==> config.mk <==
export PLATFORM = sky130hd
export DESIGN_NAME = fifo_rd_upsizer
export DESIGN_NICKNAME = d
export VERILOG_FILES = /design/src/rtl/fifo_rd_upsizer.sv
export SDC_FILE = /design/constraint.sdc
export NUM_CORES = 1
export LEC_CHECK = 0
export CORE_UTILIZATION = 50
export DETAILED_ROUTE_END_ITERATION = 12
export GPL_TIMING_DRIVEN = 0
export HOLD_SLACK_MARGIN = 0.05
export PLACE_DENSITY = 0.85
export SYNTH_ARGS = -nofsm -noshare
export SYNTH_HDL_FRONTEND = slang
export SYNTH_SLANG_ARGS = --single-unit
==> constraint.sdc <==
create_clock -name clk_i -period 4.36 [get_ports clk_i]
set_clock_uncertainty 0.05 [all_clocks]
set_input_delay 0.872 -clock clk_i [delete_from_list [all_inputs] [get_ports clk_i]]
set_output_delay 0.872 -clock clk_i [all_outputs]
set_load 0.01 [all_outputs]
==> src/rtl/fifo_rd_upsizer.sv <==
// fifo_rd_upsizer: packs RATIO first-word-fall-through FIFO words into one wide valid/ready beat.
// Rev 1.0 -- initial release; flush emits a partial beat with a contiguous lane-keep mask.
`default_nettype none

module fifo_rd_upsizer #(
  parameter int IN_WIDTH = 16,
  parameter int RATIO    = 4
) (
  input  logic                      clk_i,
  input  logic                      reset_i,
  input  logic [IN_WIDTH-1:0]       fifo_rdata_i,
  input  logic                      fifo_rempty_i,
  output logic                      fifo_rd_en_o,
  input  logic                      flush_i,
  output logic                      m_valid_o,
  output logic [IN_WIDTH*RATIO-1:0] m_data_o,
  output logic [RATIO-1:0]          m_keep_o,
  input  logic                      m_ready_i,
  output logic                      busy_o
);

  localparam int CNT_W = $clog2(RATIO) + 1;
  localparam int OUT_W = IN_WIDTH * RATIO;
  localparam logic [CNT_W-1:0] LAST_LANE = CNT_W'(RATIO - 1);

  logic [CNT_W-1:0]                cnt;
  logic [IN_WIDTH*(RATIO-1)-1:0]   acc;
  logic [OUT_W-1:0]                acc_ext;
  logic                            out_free;
  logic                            full_beat;
  logic                            flush_fire;
  logic [CNT_W-1:0]                n_lanes;
  logic [OUT_W-1:0]                flush_data;
  logic [RATIO-1:0]                flush_keep;

  assign acc_ext  = {{IN_WIDTH{1'b0}}, acc};
  assign out_free = !m_valid_o | m_ready_i;

  // The last lane can only be popped when the output register can take the beat.
  assign fifo_rd_en_o = !reset_i & !fifo_rempty_i & ((cnt < LAST_LANE) | out_free);
  assign full_beat    = fifo_rd_en_o & (cnt == LAST_LANE);
  assign n_lanes      = cnt + CNT_W'(fifo_rd_en_o);
  assign flush_fire   = flush_i & out_free & !full_beat & (n_lanes != '0);

  always_comb begin
    flush_data = '0;
    flush_keep = '0;
    for (int i = 0; i < RATIO; i++) begin
      if (CNT_W'(i) < cnt) begin
        flush_data[i*IN_WIDTH +: IN_WIDTH] = acc_ext[i*IN_WIDTH +: IN_WIDTH];
      end else if ((CNT_W'(i) == cnt) && fifo_rd_en_o) begin
        flush_data[i*IN_WIDTH +: IN_WIDTH] = fifo_rdata_i;
      end
      flush_keep[i] = (CNT_W'(i) < n_lanes);
    end
  end

  always_ff @(posedge clk_i) begin
    if (reset_i) begin
      cnt       <= '0;
      acc       <= '0;
      m_valid_o <= 1'b0;
      m_data_o  <= '0;
      m_keep_o  <= '0;
    end else if (full_beat) begin
      m_data_o  <= {fifo_rdata_i, acc};
      m_keep_o  <= '1;
      m_valid_o <= 1'b1;
      cnt       <= '0;
      acc       <= '0;
    end else if (flush_fire) begin
      m_data_o  <= flush_data;
      m_keep_o  <= flush_keep;
      m_valid_o <= 1'b1;
      cnt       <= '0;
      acc       <= '0;
    end else begin
      // Clearing data/keep on drain keeps keep==0 exactly when no beat is valid.
      if (m_ready_i) begin
        m_valid_o <= 1'b0;
        m_data_o  <= '0;
        m_keep_o  <= '0;
      end
      if (fifo_rd_en_o) begin
        acc[cnt*IN_WIDTH +: IN_WIDTH] <= fifo_rdata_i;
        cnt                           <= cnt + 1'b1;
      end
    end
  end

  assign busy_o = (cnt != '0) | m_valid_o;

endmodule

`default_nettype wire

==> results of run 1 <==
-- final cells by class --
type / count / area [um^2]
buffer: 75 / 327
clock buffer: 20 / 445
clock inverter: 9 / 55.1
fill: 896 / 3670
inverter: 6 / 22.5
multi-input combinational: 482 / 2890
sequential: 120 / 2400
tap: 140 / 175
timing repair buffer: 90 / 901
-- cells by family after synthesis --
family	count (synthesis)
buffers and inverters	82
AOI/OAI and AO/OA	166
adders and majority gates	7
and+or+nand+nor	290
muxes	15
DFF	120
xor gates and xnor gates	4
-- worst reg2reg max path: cells and delay by family (launching register included) --
kind                     cells  cell delay [ns]
AND/OR/NAND/NOR              1             0.15
XOR/XNOR                     1             0.47
adder cells (fa/ha/maj)      2             0.43
buffers and inverters        5             1.06
AO/OA/AOI/OAI                4             1.00
flip-flops                   1             0.42
-- per-stage QoR --
| stage | cell area (um^2) | TNS (ns) |
|---|---|---|
| 5_1_grt | 7220 | 0 |
| 2_1_floorplan | 5630 | 0 |
| 6_report | 7220 | 0 |
| 3_5_place_dp | 6700 | -31.05 |
| 4_1_cts | 7210 | 0 |
| 3_3_place_gp | 6700 | -17.65 |
-- synthesized netlist by cell type, drive strengths merged, types with 2 or more instances --
master	number	share of area
xnor2	3	0.0047
o2111ai	3	0.0047
nor3	50	0.047
nor2	38	0.025
mux2i	15	0.027
nor3b	2	0.0036
clkbuf	50	0.034
a311oi	49	0.076
nand3	65	0.058
o211ai	2	0.0027
a32oi	16	0.025
and3	2	0.0022
a211oi	2	0.0027
or3	3	0.0033
a31oi	2	0.0022
o21ai	17	0.015
a211o	33	0.051
ha	7	0.016
or2	3	0.0033
nand2b	3	0.0033
buf	26	0.024
o2111a	2	0.0040
nand4	17	0.019
nand2	104	0.069
dfxtp	120	0.43
a21oi	37	0.034
inv	6	0.0040
-- worst max path at each step --
stage                        startpoint            to  slack, ns  cells after the start
final                         m_ready_i  m_data_o[36]       0.31                     14
after global routing          m_ready_i  m_data_o[36]       0.08                     14
after CTS                 fifo_rempty_i  m_data_o[20]       0.12                     13
after detailed placement  fifo_rempty_i  m_data_o[36]      -0.50                     13
after global placement    fifo_rempty_i  m_data_o[31]      -0.32                     13
after floorplan                 reset_i  m_data_o[37]       0.70                     13
-- per-layer routing --
metal / up-vias / wire [um] / GRT usage
met2: 374 / 8620 / 0.521
met3: 84 / 1930 / 0.0675
met1: 2851 / 7050 / 0.384
li1: 2741 / - / -
met5: - / 0 / 0
met4: 0 / 845 / 0.194
-- state kept, by name, summed over array words and instances, names as in the netlist --
signal,flops
cnt,3
m_data_o,64
m_valid_o,1
m_keep_o,4
acc,48
-- timing repair --
item / 4_1_cts / 5_1_grt
setup endpoints to repair: 3 / 48
cloned: 0 / 0
hold buffers: 0 / 0
gates resized for setup: 2 / 6
-- power breakdown --
part	switching (uW)	internal, uW
logic	247	160
clock network	498	711
registers	31.1	1140
total	776	2010
==> impl_summary.md, run 1 <==
Worst setup path
The critical path required time is 4.73 ns. The setup path with the least slack is of type in -> reg. On the critical path, the stage with the largest delay is an instance of xnor2_1.

The total buffers and inverters traversed by the critical path is 6. The worst flop-to-flop path endpoint is m_data_o[36]. At the worst endpoint, the arrival time is between 4 and 5 ns.

The capturing element type of the critical path is a flip-flop. In this run the worst path has a maximum fanout of 10. The largest incremental delay on the critical path is roughly 0.47 ns. Walking the worst path, the cells encountered are clkdlybuf4s50_1 -> nand2b_1 -> clkbuf_1 -> o21ai_1 -> inv_1 -> ha_1 -> ha_1 -> xnor2_1 -> a211o_1 -> buf_2 -> nand2_1 -> buf_2 -> buf_4 -> a311oi_1.

The dominant delay contributor by cell family on the critical path is buffers and inverters. The path depth of the worst reg2reg path is 13. The setup slack of the most critical reg-to-reg path is roughly 0.66 ns.

The worst register-to-register path begins at cnt[1]. The worst setup path is launched from a primary input.

Timing
Setup violations remaining at the end of the flow were counted as 0. The peak clock frequency supported by timing is about 250 MHz. The normalized max-slew margin is 0.497. Setup repair after global routing left no endpoint under its margin. The count of pins over their slew limit was 0. The time the final worst path needs with I/O delays and setup is between 4 and 5 ns. Once routing completed, OpenROAD measured the worst setup slack at 0.312 ns. The final period utilization is 0.928. For the pin with the worst max-slew slack, the measured transition is 0.753 ns. On the final layout, the worst hold slack is 0.404 ns.

The hold violation count in the final report is 0.

Worst hold path
The min-delay analysis places its worst path in the category reg -> reg. Counting instances, the worst hold path has a depth of 2. In this run the most critical hold path is launched from acc[42].

For hold timing, the worst endpoint is acc[42].

Finish
Once layout is complete, the cells apart from fillers number 942. Measured on the finished design, the core utilization comes to 0.663. In the final layout, the share of cells above drive strength 1 is 0.0798. Compared with the post-synthesis result, the final layout area differs by 28.3%.

Leaving out fill and tap cells, the most frequent cells in the layout are 120 x dfxtp_1, 104 x nand2_1, 90 x clkdlybuf4s50_1, 65 x nand3_1, 49 x a311oi_1. The number of antenna cells inserted is 0. The net count reported at finish is 820. The leading cell type in the layout, fill and taps excluded is dfxtp_1.

Clocking
Counting every sink on the clock net gives 120. At the later pin of the worst-skew pair, clock insertion delay measures about 0.53 ns. No sink is reached through more buffers than the 2 on the longest clock path. In this run the clock root is driven by a clkbuf_8.

Post-CTS timing repair inserted 0 buffers for setup. TritonCTS created 17 clock buffers. The CTS tree is yes.

The clock-pin slew on the worst setup and hold paths is roughly 0.060 ns. CTS built an H-tree with a depth of 4.

Synthesis
The fraction of the mapped netlist area in compound gates is 0.224. After technology mapping, the gate count stands at slightly below 700. Of the synthesized area, sequential elements account for 0.427.

Of the total synthesized cell area, the portion taken by AND, OR, NAND and NOR gates is 0.238. In this run the cell area of the synthesized design comes to roughly 5600 um^2. The most common flop cell mapped by yosys is dfxtp_1. After synthesis, the mean cell area works out to between 8 and 9 um^2. The post-synthesis mux area share is 0.0267. The count of state elements after synthesis is between 100 and 150. After synthesis, the netlist uses a little over 40 different library cells. The total nets after synthesis is roughly 710. For this run, the number of Yosys warnings is 0. The share of synthesized flip-flops with an asynchronous set or reset is 0. The synthesized design contains 0 enable-type register cells.

The main combinational cell family by area after synthesis is simple AND/OR/NAND/NOR gates. Of the total synthesized cell area, the portion taken by full adders, half adders and majority gates is 0.0156. The xor and xnor area share after synthesis is 0.00623.

Global route
Across every metal layer, demand over resource in global routing totals 0.319. The first global-routing pass estimated between 20000 and 30000 um of wire. The via count of the first global-routing pass is around 5700.

The number of antenna violations at the first check in global routing is 0. The maximum number of pins on one net before global-route repair is 17. After global routing the overflow that remains totals 0.

Floorplanning
The standard-cell row count is 38. The initial core utilization is 0.517. The horizontal die dimension is ~110 um. The number of placed I/O pins is 92. The die covers ~12000 um^2.

The placeable core region is 10900 um^2. The vertical extent of the die is ~110 um.

Detailed routing
The via count is a little over 6000. In this run the remaining antenna-violating nets after routing total 0. The DRC violations left is 0. For this block, the routed nets add up to ~18000 um of wire.

The detail-routed via count per cell is ~6.4. The initial DRC count is between 500 and 600. The routed length per placed instance is just under 20 um.

Before antenna repair, the detailed router went through 5 iterations.

Pwr
Summed over all cells, the static leakage comes to between 0.002 and 0.0025 uW. Dividing total power by cell area gives a power density of a little under 400 nW/um^2. The worst-case IR drop observed on VDD is between 200 and 250 uV. The power consumption is roughly 2800 uW.

Run
The number of maximum-capacitance violations is 0.

Placement
The congestion estimate from routability-driven global placement came to ~0.97. The post-DP HPWL is approximately 12000 um. Port buffering added 90 buffers. The number of placed instances with taps included is approximately 910. OpenSTA, run right after detailed placement, puts the worst setup slack at -0.502 ns.

Outcome
The run finished with clean final reports.
No activity file was read; power rests on OpenSTA's default activity.
==> inputs of run 2 (changes only) <==
CTS_BUF_LIST = sky130_fd_sc_hd__clkbuf_8   (was unset)
==> impl_summary.md, run 2 (synthesized netlist as in run 1, its figures left out) <==
Worst hold path
The worst hold path stage count was 2 (unchanged). For hold timing, the worst endpoint is acc[32]. The hold path startpoint is acc[32].

The path class of the tightest hold or removal check is reg -> reg.

Worst setup path
STA classifies the critical path endpoint as a flip-flop. The largest fanout on the critical path was 10 (unchanged). The critical path arrival was 4.49 ns (+0.07 ns). The source of the worst register-to-register timing path is cnt[1]. The type of element launching the critical path is a primary input. The worst flop-to-flop path endpoint is m_data_o[62].

The setup slack of the most critical reg-to-reg path was 0.63 ns (-0.03 ns). The setup path with the least slack is of type in -> reg. In this run the worst setup path begins at m_ready_i. The critical path required time came to 4.68 ns (-0.05 ns). The path depth of the worst reg2reg path is 13 (unchanged).

Pwr
The power consumption is 2420 uW (-13%). The total power density per cell area was 343 nW/um^2 (-11%). The worst ir drop on vdd was 184 uV (-26%). The static leakage came to 0.00226 uW (-3.4%).

Finish
The leading cell type in the layout, fill and taps excluded is dfxtp_1. The final cell count without fillers came to 943 (+0.11%). The net count reported at finish was 821 (+0.12%). The number of antenna cells inserted came to 0 (unchanged). The fill cell total of the finished layout is 932 (+4.0%).

The proportion of layout cells with a drive suffix above 1 came to 0.0785 (-0.00134). Relative to the synthesized area, the layout overhead comes to 25.2%. m_data_o holds more flip-flops than any other register. The post-route cell area came to 7040 um^2 (-2.5%).

The flip-flop count of the largest register after layout was 64 (unchanged). In the final layout, the registers with the most flip-flops are m_data_o (64), acc (48), m_keep_o (4). In the layout the commonest cells are 120 x dfxtp_1, 104 x nand2_1, 90 x clkdlybuf4s50_1, 65 x nand3_1, 49 x a311oi_1. The share of the core filled with cells was 0.647 (-0.0163).

Global route
The overall overflow remaining after global route is 0 (unchanged). The maximum number of pins on one net before global-route repair came to 17 (unchanged). The wire length of the first global-routing pass came to 27800 um (-2.5%).

The total routing resource utilization after global routing is 0.311 (-0.00830). The number of antenna violations at the first check in global routing is 0 (unchanged). The via count of the first global-routing pass came to 5616 (-1.7%).

Timing
The final-report setup violation count is 0 (unchanged). The count of pins over their slew limit is 0 (unchanged). The normalized max-slew margin is 0.512 (+0.0148).

Setup repair after global routing left no endpoint under its margin. The final setup TNS is 0 ns (unchanged). The peak clock frequency supported by timing is 239 MHz (-3.1%).

The transition at the pin with the smallest max-transition slack is 0.731 ns (-0.0222 ns). The hold violation count in the final report is 0 (unchanged). The final period utilization is 0.958 (+0.0293). The time the final worst path needs with I/O delays and setup is 4.18 ns (+0.128 ns).

Detailed routing
The via count was 5959 (-1.5%). The number of iterations in the first detailed-routing pass was 5 (unchanged). The DRC violations left was 0 (unchanged). The initial DRC count is 556 (+9.4%). The detailed-route wire length is 17800 um (-3.5%). The detail-routed via count per cell is 6.32 (-1.6%). The routed length per placed instance is 18.9 um (-3.6%). The number of routed nets with antenna violations is 0 (unchanged).

Placement
The instance area at placement is 6700 um^2 (unchanged). The number of placed instances with taps included came to 914 (unchanged). The last weighted congestion value of the routability-driven placer is 0.965 (unchanged). The count of input and output buffers is 90 (unchanged).

The post-DP HPWL is 12500 um (unchanged).

Run
The number of maximum-capacitance violations is 0 (unchanged).

Clocking
The cell at the root of the clock tree is clkbuf_8. The number of clock sinks seen by CTS is 120 (unchanged). The post-CTS repair timing setup buffer count is 0 (unchanged). The total clock buffers created by CTS is 17 (unchanged). TritonCTS built the clock tree.

The number of levels the H-tree was split into is 4 (unchanged). The clock-pin slew on the worst setup and hold paths is 0.06 ns (about the same). The maximum clock path buffer count is 2 (unchanged). The clock latency at the later pin of the worst-skew pair came to 0.44 ns (-0.09 ns).

Floorplanning
The total die area is 11700 um^2 (unchanged). The horizontal die dimension is 108 um (unchanged). The placeable core region is 10900 um^2 (unchanged). The number of placed I/O pins is 92 (unchanged).

The vertical extent of the die is 108 um (unchanged). The initial core utilization was 0.517 (unchanged). The standard-cell row count is 38 (unchanged).

Outcome
The run finished with clean final reports.
-- run 2: how the worst max path moves through the flow --
| stage | to | slack [ns] | depth (start not counted) |
|---|---|---|---|
| detailed placement | m_data_o[36] | -0.50 | 13 |
| CTS | m_data_o[43] | 0.11 | 12 |
| finish | m_data_o[62] | 0.18 | 14 |
| floorplan | m_data_o[37] | 0.70 | 13 |
| global route | m_data_o[62] | 0.01 | 14 |
| global placement | m_data_o[31] | -0.32 | 13 |
-- run 2: power breakdown --
part	internal, uW	total [uW]	switching [uW]
Combinational	160	403	243
Clock	404	845	440
Sequential	1140	1170	30.8
-- run 2: cell type report --
type	count	area, um^2	share of cell area
inverters	6	22.5	0.00320
repair buffers	90	901	0.128
plain buffers	76	329	0.0467
clock inverters	10	58.8	0.00835
well taps	140	175	0.0249
flip-flops and latches	120	2400	0.341
clock buffers	19	262	0.0371
multi-input cells	482	2890	0.411
-- run 2: repair_timing --
item                                    4_1_cts  5_1_grt
hold buffers                                  0        0
resized for setup                             2        4
endpoints found under the setup margin       15       79
-- run 2: routing by layer --
metal  vias to the layer above  track usage  part of all wire
li1                       2744            -                 -
met1                      2798        0.379              0.39
met2                       346        0.502              0.46
met3                        71       0.0717              0.10
met4                         0        0.176             0.048
met5                         -            0                 0
-- run 2: metrics by stage --
step                      hold slack, ns  worst slack (ns)
after floorplan                    0.378             0.704
after global placement             0.387            -0.317
after detailed placement           0.393            -0.502
after CTS                          0.403             0.113
after global routing               0.417            0.0142
final                              0.405             0.185
-- run 2: critical path, stage by stage --
cell	delay [ns]
clkdlybuf4s50_1	0.44
nand2b_1	0.16
clkbuf_1	0.24
o21ai_1	0.35
inv_1	0.15
ha_1	0.21
ha_1	0.22
xnor2_1	0.47
a211o_1	0.20
buf_2	0.22
buf_2	0.28
clkbuf_1	0.38
a32oi_1	0.17
nor2_1	0.11
